### src/rtl/mips_pkg.sv
// Shared MIPS types for the memory arbiter.
// Holds the default memory geometry, the arbiter FSM state type and the
// access-owner type.
package mips_pkg;

  localparam int unsigned MEM_ADDR_W = 10;  // 1024-word unified memory
  localparam int unsigned WORD_W     = 32;

  typedef enum logic [1:0] {
    ARB_IDLE  = 2'd0,
    ARB_ISSUE = 2'd1,
    ARB_RESP  = 2'd2
  } arb_state_e;

  typedef enum logic {
    OWN_IF = 1'b0,
    OWN_D  = 1'b1
  } owner_e;

endpackage

### src/rtl/mips_mem_arbiter_if.sv
// Bus bundle between the pipeline requesters, the arbiter and the memory.
// Requester side: if_req/if_addr -> if_ack/if_rdata (fetch),
//                 d_req/d_we/d_addr/d_wdata -> d_ack/d_rdata (data).
// Memory side:    mem_en/mem_we/mem_addr/mem_wdata -> mem_rdata.
// slave  : arbiter view.  master : pipeline core + memory view.
interface mips_mem_arbiter_if #(
  parameter int unsigned ADDR_W = mips_pkg::MEM_ADDR_W,
  parameter int unsigned DATA_W = mips_pkg::WORD_W
);

  logic              if_req;
  logic [ADDR_W-1:0] if_addr;
  logic              if_ack;
  logic [DATA_W-1:0] if_rdata;

  logic              d_req;
  logic              d_we;
  logic [ADDR_W-1:0] d_addr;
  logic [DATA_W-1:0] d_wdata;
  logic              d_ack;
  logic [DATA_W-1:0] d_rdata;

  logic              mem_en;
  logic              mem_we;
  logic [ADDR_W-1:0] mem_addr;
  logic [DATA_W-1:0] mem_wdata;
  logic [DATA_W-1:0] mem_rdata;

  modport slave (
    input  if_req, if_addr, d_req, d_we, d_addr, d_wdata, mem_rdata,
    output if_ack, if_rdata, d_ack, d_rdata,
    output mem_en, mem_we, mem_addr, mem_wdata
  );

  modport master (
    output if_req, if_addr, d_req, d_we, d_addr, d_wdata, mem_rdata,
    input  if_ack, if_rdata, d_ack, d_rdata,
    input  mem_en, mem_we, mem_addr, mem_wdata
  );

endinterface

### src/rtl/mips_mem_arbiter.sv
// Shares one single-port synchronous memory between the IF and MEM stages.
// Each access runs IDLE/RESP (arbitrate) -> ISSUE (strobe memory) -> RESP
// (ack + return data). Data port wins over fetch; the port just served is
// masked in RESP so the two ports alternate under contention. halt blocks
// new fetch grants only.
// Ports: clk1, rst_n (sync, active-low), halt, busy, bus (slave modport).
module mips_mem_arbiter
  import mips_pkg::*;
#(
  parameter int unsigned ADDR_W = MEM_ADDR_W,
  parameter int unsigned DATA_W = WORD_W
) (
  input  logic                clk1,
  input  logic                rst_n,
  input  logic                halt,
  output logic                busy,
  mips_mem_arbiter_if.slave   bus
);

  arb_state_e        state_q, state_d;
  owner_e            owner_q, owner_d;
  logic [ADDR_W-1:0] addr_q, addr_d;
  logic              we_q, we_d;
  logic [DATA_W-1:0] wdata_q, wdata_d;
  logic [DATA_W-1:0] if_hold_q, if_hold_d;
  logic [DATA_W-1:0] d_hold_q, d_hold_d;

  logic in_resp_c;
  logic d_elig_c;
  logic if_elig_c;

  // Masked priority pick: the owner being acked this cycle cannot re-win.
  always_comb begin
    in_resp_c = (state_q == ARB_RESP);
    d_elig_c  = bus.d_req && !(in_resp_c && owner_q == OWN_D);
    if_elig_c = bus.if_req && !halt && !(in_resp_c && owner_q == OWN_IF);
  end

  // Next-state, request latch and hold-register update.
  always_comb begin
    state_d   = state_q;
    owner_d   = owner_q;
    addr_d    = addr_q;
    we_d      = we_q;
    wdata_d   = wdata_q;
    if_hold_d = if_hold_q;
    d_hold_d  = d_hold_q;

    if (state_q == ARB_RESP) begin
      if (owner_q == OWN_D) d_hold_d = bus.mem_rdata;
      else                  if_hold_d = bus.mem_rdata;
    end

    case (state_q)
      ARB_IDLE, ARB_RESP: begin
        if (d_elig_c) begin
          owner_d = OWN_D;
          addr_d  = bus.d_addr;
          we_d    = bus.d_we;
          wdata_d = bus.d_wdata;
          state_d = ARB_ISSUE;
        end else if (if_elig_c) begin
          owner_d = OWN_IF;
          addr_d  = bus.if_addr;
          we_d    = 1'b0;
          wdata_d = '0;
          state_d = ARB_ISSUE;
        end else begin
          state_d = ARB_IDLE;
        end
      end
      ARB_ISSUE: state_d = ARB_RESP;
      default:   state_d = ARB_IDLE;
    endcase
  end

  always_ff @(posedge clk1) begin
    if (!rst_n) begin
      state_q   <= ARB_IDLE;
      owner_q   <= OWN_IF;
      addr_q    <= '0;
      we_q      <= 1'b0;
      wdata_q   <= '0;
      if_hold_q <= '0;
      d_hold_q  <= '0;
    end else begin
      state_q   <= state_d;
      owner_q   <= owner_d;
      addr_q    <= addr_d;
      we_q      <= we_d;
      wdata_q   <= wdata_d;
      if_hold_q <= if_hold_d;
      d_hold_q  <= d_hold_d;
    end
  end

  // Memory strobes, acks and busy decode straight from flops.
  assign bus.mem_en    = (state_q == ARB_ISSUE);
  assign bus.mem_we    = (state_q == ARB_ISSUE) && (owner_q == OWN_D) && we_q;
  assign bus.mem_addr  = addr_q;
  assign bus.mem_wdata = wdata_q;
  assign bus.if_ack    = (state_q == ARB_RESP) && (owner_q == OWN_IF);
  assign bus.d_ack     = (state_q == ARB_RESP) && (owner_q == OWN_D);
  assign busy          = (state_q != ARB_IDLE);

  // Read data bypasses the hold register in the ack cycle.
  assign bus.if_rdata = bus.if_ack ? bus.mem_rdata : if_hold_q;
  assign bus.d_rdata  = bus.d_ack  ? bus.mem_rdata : d_hold_q;

endmodule

### src/flat_wrapper.sv
// flat-port wrapper written by rule: the top's interface ports become plain ports
module mips_mem_arbiter_flat import mips_pkg::*;
#(
  parameter int unsigned ADDR_W = MEM_ADDR_W,
  parameter int unsigned DATA_W = WORD_W
)
  (clk1, rst_n, halt, busy, bus_if_req, bus_if_addr, bus_d_req, bus_d_we, bus_d_addr, bus_d_wdata, bus_mem_rdata, bus_if_ack, bus_if_rdata, bus_d_ack, bus_d_rdata, bus_mem_en, bus_mem_we, bus_mem_addr, bus_mem_wdata);
  mips_mem_arbiter_if #(.ADDR_W(ADDR_W), .DATA_W(DATA_W)) bus_i ();
  input  logic clk1;
  input  logic rst_n;
  input  logic halt;
  output logic busy;
  input wire logic [$bits(bus_i.if_req)-1:0] bus_if_req;
  input wire logic [$bits(bus_i.if_addr)-1:0] bus_if_addr;
  input wire logic [$bits(bus_i.d_req)-1:0] bus_d_req;
  input wire logic [$bits(bus_i.d_we)-1:0] bus_d_we;
  input wire logic [$bits(bus_i.d_addr)-1:0] bus_d_addr;
  input wire logic [$bits(bus_i.d_wdata)-1:0] bus_d_wdata;
  input wire logic [$bits(bus_i.mem_rdata)-1:0] bus_mem_rdata;
  output wire logic [$bits(bus_i.if_ack)-1:0] bus_if_ack;
  output wire logic [$bits(bus_i.if_rdata)-1:0] bus_if_rdata;
  output wire logic [$bits(bus_i.d_ack)-1:0] bus_d_ack;
  output wire logic [$bits(bus_i.d_rdata)-1:0] bus_d_rdata;
  output wire logic [$bits(bus_i.mem_en)-1:0] bus_mem_en;
  output wire logic [$bits(bus_i.mem_we)-1:0] bus_mem_we;
  output wire logic [$bits(bus_i.mem_addr)-1:0] bus_mem_addr;
  output wire logic [$bits(bus_i.mem_wdata)-1:0] bus_mem_wdata;
  assign bus_i.if_req = bus_if_req;
  assign bus_i.if_addr = bus_if_addr;
  assign bus_i.d_req = bus_d_req;
  assign bus_i.d_we = bus_d_we;
  assign bus_i.d_addr = bus_d_addr;
  assign bus_i.d_wdata = bus_d_wdata;
  assign bus_i.mem_rdata = bus_mem_rdata;
  assign bus_if_ack = bus_i.if_ack;
  assign bus_if_rdata = bus_i.if_rdata;
  assign bus_d_ack = bus_i.d_ack;
  assign bus_d_rdata = bus_i.d_rdata;
  assign bus_mem_en = bus_i.mem_en;
  assign bus_mem_we = bus_i.mem_we;
  assign bus_mem_addr = bus_i.mem_addr;
  assign bus_mem_wdata = bus_i.mem_wdata;
  mips_mem_arbiter #(.ADDR_W(ADDR_W), .DATA_W(DATA_W)) u_core (.clk1(clk1), .rst_n(rst_n), .halt(halt), .busy(busy), .bus(bus_i));
endmodule
### config.mk
export PLATFORM = sky130hd
export DESIGN_NAME = mips_mem_arbiter_flat
export DESIGN_NICKNAME = d
export VERILOG_FILES = /design/src/rtl/mips_pkg.sv /design/src/rtl/mips_mem_arbiter_if.sv /design/src/rtl/mips_mem_arbiter.sv /design/src/flat_wrapper.sv
export SDC_FILE = /design/constraint.sdc
export NUM_CORES = 1
export LEC_CHECK = 0
export ABC_AREA = 1
export ABC_CLOCK_PERIOD_IN_PS = 1980
export CAP_MARGIN = 0
export CORE_ASPECT_RATIO = 0.7
export CORE_MARGIN = 3
export CORE_UTILIZATION = 47
export CTS_BUF_LIST = sky130_fd_sc_hd__clkbuf_4 sky130_fd_sc_hd__clkbuf_8
export CTS_CLUSTER_DIAMETER = 30
export DETAILED_ROUTE_END_ITERATION = 8
export HOLD_SLACK_MARGIN = 0.05
export PLACE_DENSITY = 0.92
export SLEW_MARGIN = 30
export SYNTH_ARGS = -nofsm -noshare
export SYNTH_HDL_FRONTEND = slang
export SYNTH_SLANG_ARGS = --single-unit
### constraint.sdc
create_clock -name clk1 -period 1.98 [get_ports clk1]
set_input_delay 0.297 -clock clk1 [delete_from_list [all_inputs] [get_ports clk1]]
set_output_delay 0.297 -clock clk1 [all_outputs]
set_load 0.02 [all_outputs]
==> results of run 1 <==
## cells by family after synthesis
logic type	count (synthesis)	share of synthesized area, %
DFF	110	47.0
and+or+nand+nor	250	23.7
AOI/OAI and AO/OA	130	15.6
buffers and inverters	157	13.7
## worst min-delay path by stage
stage,start,endpoint,slack [ps]
after floorplan,rst_n,u_core.d_hold_q[5],420
after global placement,u_core.bus.mem_wdata[30],u_core.bus.mem_wdata[30],460
after detailed placement,u_core.bus.mem_wdata[11],u_core.bus.mem_wdata[11],470
after CTS,bus_d_wdata[21],u_core.bus.mem_wdata[21],470
after global routing,bus_d_wdata[16],u_core.bus.mem_wdata[16],480
final,u_core.bus.mem_wdata[11],u_core.bus.mem_wdata[11],490
## cell usage in the layout, fill, tap and decap left out
| master | instances |
|---|---|
| a211oi_1 | 32 |
| dfxtp_2 | 3 |
| o21ai_2 | 3 |
| clkbuf_8 | 10 |
| bufinv_16 | 1 |
| nand2_1 | 134 |
| inv_1 | 110 |
| a21oi_2 | 1 |
| o21ai_0 | 6 |
| dlygate4sd2_1 | 2 |
| o21ai_1 | 23 |
| buf_12 | 5 |
| clkbuf_2 | 12 |
| buf_2 | 22 |
| clkinv_2 | 1 |
| a21oi_1 | 65 |
| nand3_4 | 1 |
| buf_8 | 2 |
| or2_2 | 1 |
| inv_6 | 1 |
| buf_4 | 22 |
| nor2_1 | 26 |
| nand3_1 | 53 |
| clkinvlp_4 | 1 |
| dfxtp_1 | 107 |
| nand3_2 | 3 |
| clkinv_4 | 2 |
| and2_1 | 32 |
| inv_2 | 4 |
| clkdlybuf4s15_2 | 25 |
| clkdlybuf4s50_1 | 132 |
## worst max-delay path, cell delays in order, from the launching register on
cell and delay, ps:
dfxtp_2 350, inv_2 90, nand3_4 110, buf_12 190
o21ai_1 210, clkdlybuf4s15_2 300
## metrics by stage
stage / utilization [%] / instances
global placement: 72.8 / 950
global route: 73.9 / 966
floorplan: - / 647
detailed placement: 72.8 / 950
CTS: 75.5 / 966
finish: 73.9 / 966
## what timing repair did
item / in CTS / in global routing
hold endpoints to repair: 0 / 0
gates resized for setup: 229 / 52
gates cloned: 0 / 0
endpoints found under the setup margin: 68 / 64
hold buffers: 0 / 0
## power by group through the flow
stage | Combinational (mW) | Sequential [mW] | Clock (mW)
after global placement | 1.11 | 2.41 | 0
after detailed placement | 1.13 | 2.42 | 0
after global routing | 1.18 | 2.38 | 1.50
after CTS | 1.11 | 2.37 | 1.40
after floorplan | 0.488 | 2.48 | 0
final | 1.09 | 2.37 | 1.38
## area by class of cell
class	instances	area (um2)
sequential	110	2210
clock buffer	10	138
fill	692	2450
tap	124	155
clock inverter	6	68.8
timing repair buffer	222	2090
inverter	114	428
multi-input combinational	380	1870
## sequential cells by signal, indices dropped and copies added, names as in the netlist
signal                flops
u_core.if_hold_q         32
u_core.we_q               1
u_core.bus.mem_wdata     32
u_core.owner_q            1
u_core.state_q            2
u_core.bus.mem_addr      10
u_core.d_hold_q          32
## per-layer routing
| layer | track usage (%) | share of wire [%] | routed length (um) |
|---|---|---|---|
| met5 | 0 | 0 | 0 |
| met4 | 5.71 | 0.92 | 129 |
| met1 | 29.2 | 41 | 5800 |
| met3 | 8.60 | 9.5 | 1330 |
| met2 | 41.8 | 48 | 6740 |
==> results.cfg, run 1 <==
[global_routing]
global_route.usage.total_pct = 24.1
antenna_found_initial = 0
overflow_after_grt = 0
first_global_vias = 4567
grt_first_pass_wirelength_um = 22200
grt_start_max_net_pins = 45

[synth]
synthMostInstantiatedCell = nand2_1
netlist_instances = 647
synth_commonest_cells = nand2_1 (134), dfxtp_1 (110), inv_1 (110)
postSynthNetCount = 737
synth.cell_area_mm2 = 0.00469
yosysTopAreaCell = dfxtp_1
post_synth.cell_area_avg_um2 = 7.25
post_synth_main_area_contributors = dfxtp_1 (47%), nand2_1 (11%), inv_1 (8.8%), a21oi_1 (7.0%), nand3_1 (5.7%)
postSynth.asyncResetShare_pct = 0
unique_masters_post_synth = 18
synth_sequential_area_ratio_pct = 47.0
postSynthRegisterBits = 110
synth-main-ff-cell = dfxtp_1
synth_top_area_share_pct = 47.0
synth_edf_count = 0
yosys_warning_total = 0

[timing]
worst-slew-pin-transition_ps = 386
relative_slew_slack_pct = 74.2
finalHoldViolCount = 0
fmax_mhz = 525
final_max_slew_viol_count = 0
timing.final.crit_period_ps = 1910
totalNegativeSetupSlack_ps = 0
grt_setup_unrepaired = true
worst_clock_skew_ps = 8.34
final_min_period_over_clock_period_pct = 96.3
timing.final.ws_setup_ps = 73.9
setup_viol_count_final = 0
hold_slack_ps = 486

[placed_design]
dpl-instance-area_mm2 = 0.00685
dp_slack_ps = -99.5
dp_hpwl_um = 10100
port_buffers = 200
gp_routability_congestion = 0.869

[critical_path]
timing.critical_path.from_type = flip-flop
worstSetupEndpoint = bus_d_rdata[7]
required_ps = 1680
worstReg2RegEnd = u_core.bus.mem_wdata[9]
ff2ff_setup_slack_ps = 460
crit_path_end_kind = output pin
cp_data_arrival_time_ps = 1610
critical_path.reg2reg.startpoint = u_core.state_q[0]
timing.critical_path.fanout_max = 31
critPathLaunch = u_core.state_q[0]
rr_worst_depth = 7
setup.worst_path.class = flip-flop to output pin

[layout]
layout-drive-gt1-share_pct = 14.3
postLayoutCellArea_mm2 = 0.00695
design.final.nets = 927
synthToLayoutAreaGrowth_pct = 48.2
insertedDiodeCount = 0

[floorplanning]
fp.dieArea_mm2 = 0.0112
initial_utilization_pct = 49.9
fp.dieH_um = 89.6
placement_rows = 29
boundaryPins = 201
die_width_um = 125
coreArea_mm2 = 0.00940

[pwr]
total_switching_power_mw = 1.40
internal_power_mw = 3.44
clkPwrFrac_pct = 28.4
power_mw = 4.84
vdd_ir_drop_max_mv = 0.641
sequentialPowerShare_pct = 49.0
sw_frac_of_total_pct = 29.0
p_comb_share_pct = 22.5
pwr_density_mw_per_mm2 = 696
power_leakage_nw = 3.14

[cts]
ctsHtreeMaxLevel = 3
clock_latency_ps = 350
clk_pin_slew_ps = 100
cts_tree = done
clock-root-buffer = clkbuf_8
cts_setup_buffers = 0
clock_tree_buffer_depth = 2
tritoncts_sinks = 110
tritoncts.num_buffers = 9

[detailed_routing]
routedWlPerCell_um = 14.5
drtIter0Drc = 373
detailroute.via_count = 4837
first_pass_iteration_count_of_the_detailed_router = 5
remaining_drcs = 0
drt.antenna.violating_nets = 0
avgViaCountPerCell = 5.01
detail_route.wirelength_um = 14000

[hold_path]
timing.hold.worst_path_depth = 2
timing.hold.worst.class = flip-flop to flip-flop

[run_status]
run_status = finished, final reports clean

[run]
cap_violations = 0
(Power assumes the default switching activity.)
==> run 2, diff against run 1 <==
CELL_PAD_IN_SITES_DETAIL_PLACEMENT = 0   (was default)
CELL_PAD_IN_SITES_GLOBAL_PLACEMENT = 1   (was default)
CORE_MARGIN = 2   (was 3)
CORE_UTILIZATION = 32   (was 47)
PLACE_DENSITY = 0.91   (was 0.92)
TNS_END_PERCENT = 20   (was default)
==> run 2 against run 1 <==
Compared with the run above:
- cell area is 1.3% higher
- die area grew 39%
- combinational power about the same
- first-iteration DRC count fell by 46%
- highest routed layer unchanged
==> results.cfg, run 2 (synthesis results as in run 1) <==
[cts]
clock_tree_buffer_depth = 2
tritoncts.num_buffers = 9
cts_tree = done
ctsResizeCount = 171
tritoncts_sinks = 110
clock-root-buffer = clkbuf_8
cts_setup_buffers = 0
clock_latency_ps = 370
cts.hold.buffers_added = 0
ctsHtreeMaxLevel = 3
clk_pin_slew_ps = 110

[global_routing]
antenna_found_initial = 0
global_route.usage.total_pct = 17.2
overflow_after_grt = 0
first_global_vias = 4278
grt_first_pass_wirelength_um = 21900
grt_start_max_net_pins = 49

[timing]
hold_slack_ps = 477
grt_setup_unrepaired = true
timing.final.crit_period_ps = 1940
timing.final.ws_setup_ps = 44.8
setup_viol_count_final = 0
finalHoldViolCount = 0
final_min_period_over_clock_period_pct = 97.7
relative_slew_slack_pct = 74.8
final_max_slew_viol_count = 0
fmax_mhz = 517
totalNegativeSetupSlack_ps = 0
worst-slew-pin-transition_ps = 377
worst_clock_skew_ps = 13.9

[floorplanning]
die_width_um = 149
fp.dieArea_mm2 = 0.0157
placement_rows = 36
initial_utilization_pct = 33.3
boundaryPins = 201
fp.dieH_um = 105
coreArea_mm2 = 0.0141

[critical_path]
timing.critical_path.slowest_cell_delay_ps = 350
timing.critical_path.fanout_max = 39
critPathSlowestCell = dfxtp_2
cp_data_arrival_time_ps = 1640
required_ps = 1680
timing.critical_path.from_type = flip-flop
crit_path_cell_trace = inv_2, nand3_2, buf_12, o21ai_0, clkdlybuf4s15_2
setup.worst_path.class = flip-flop to output pin
crit_path_end_kind = output pin

[placed_design]
dpl-instance-area_mm2 = 0.00706
dp_hpwl_um = 9430
dp_slack_ps = -90.0
number_of_placed_instances_with_taps_included = 1031
gp_routability_congestion = 0.737
port_buffers = 200

[pwr]
total_switching_power_mw = 1.42
vdd_ir_drop_max_mv = 0.295
pwr_density_mw_per_mm2 = 680
sequentialPowerShare_pct = 49.5
power_leakage_nw = 3.22
sw_frac_of_total_pct = 29.7
p_comb_share_pct = 23.0
clkPwrFrac_pct = 27.6
internal_power_mw = 3.36

[hold_path]
timing.hold.worst.class = primary input to flip-flop

[layout]
layout.cells.most_common = nand2_1
insertedDiodeCount = 0
mostFrequentLayoutCells = nand2_1 (134), clkdlybuf4s50_1 (132), inv_1 (110), dfxtp_1 (107), a21oi_1 (66)
layout-drive-gt1-share_pct = 14.4
final_cell_count_without_fillers = 1047
postLayoutCellArea_mm2 = 0.00704
synthToLayoutAreaGrowth_pct = 50.1
design.final.nets = 942

[detailed_routing]
drt.antenna.violating_nets = 0
detail_route.wirelength_um = 13400
first_pass_iteration_count_of_the_detailed_router = 4
detailroute.via_count = 4570
avgViaCountPerCell = 4.36
remaining_drcs = 0
drtIter0Drc = 201
routedWlPerCell_um = 12.8

[run]
cap_violations = 0

[run_status]
run_status = finished, final reports clean
## run 2: cell types whose count changed in the layout (fill, tap and decap cells not counted), moves of 2 or more
| cell | delta |
|---|---|
| clkbuf_2 | +11 |
| buf_2 | +2 |
| clkdlybuf4s15_2 | -18 |
| o21ai_0 | +7 |
| o21ai_1 | -5 |
| clkdlybuf4s15_1 | +6 |
| dlygate4sd2_1 | +3 |
| buf_4 | +10 |
| o21ai_2 | -2 |
## run 2: critical path, delay by kind of cell (launching register included)
family,cells,cell delay (ps)
compound gates,1,230
buf+inv,3,570
flops,1,350
simple gates,1,110
## run 2: layer usage
| layer | vias to the layer above | GRT usage [%] | share of wire (%) |
|---|---|---|---|
| li1 | 2435 | - | - |
| met1 | 1970 | 23.6 | 49 |
| met2 | 157 | 25.7 | 41 |
| met3 | 8 | 6.58 | 9.5 |
| met4 | 0 | 3.47 | 0.70 |
| met5 | - | 0 | 0 |
## run 2: power by group through the flow
stage	clock, mW	sequential [mW]	combinational [mW]
finish	1.32	2.36	1.10
global route	1.46	2.38	1.21
CTS	1.37	2.36	1.14
detailed placement	0	2.41	1.16
global placement	0	2.41	1.17
floorplan	0	2.48	0.488
## run 2: stage by stage
step | util (%) | power (mW)
after floorplan | - | 2.97
after global placement | 50.1 | 3.58
after detailed placement | 50.1 | 3.58
after CTS | 51.5 | 4.88
after global routing | 49.9 | 5.05
final | 49.9 | 4.78
## run 2: path summary, 6_finish.rpt
check                                 from                  endpoint  slack [ps]  cells after the start
setup / recovery         u_core.state_q[0]           bus_d_rdata[19]          40                      5
hold reg to reg   u_core.bus.mem_wdata[17]  u_core.bus.mem_wdata[17]         490                      2
setup reg to reg         u_core.state_q[0]    u_core.bus.mem_addr[1]         240                      9
hold / removal             bus_d_wdata[26]  u_core.bus.mem_wdata[26]         480                      3
## run 2: area by class of cell
class                   instances  area, um2
fillers                      1406       7060
flip-flops and latches        110       2210
repair buffers                237       2130
multi-input cells             380       1850
inverters                     114        428
well taps                     190        238
clock buffers                  11        151
clock inverters                 5       41.3
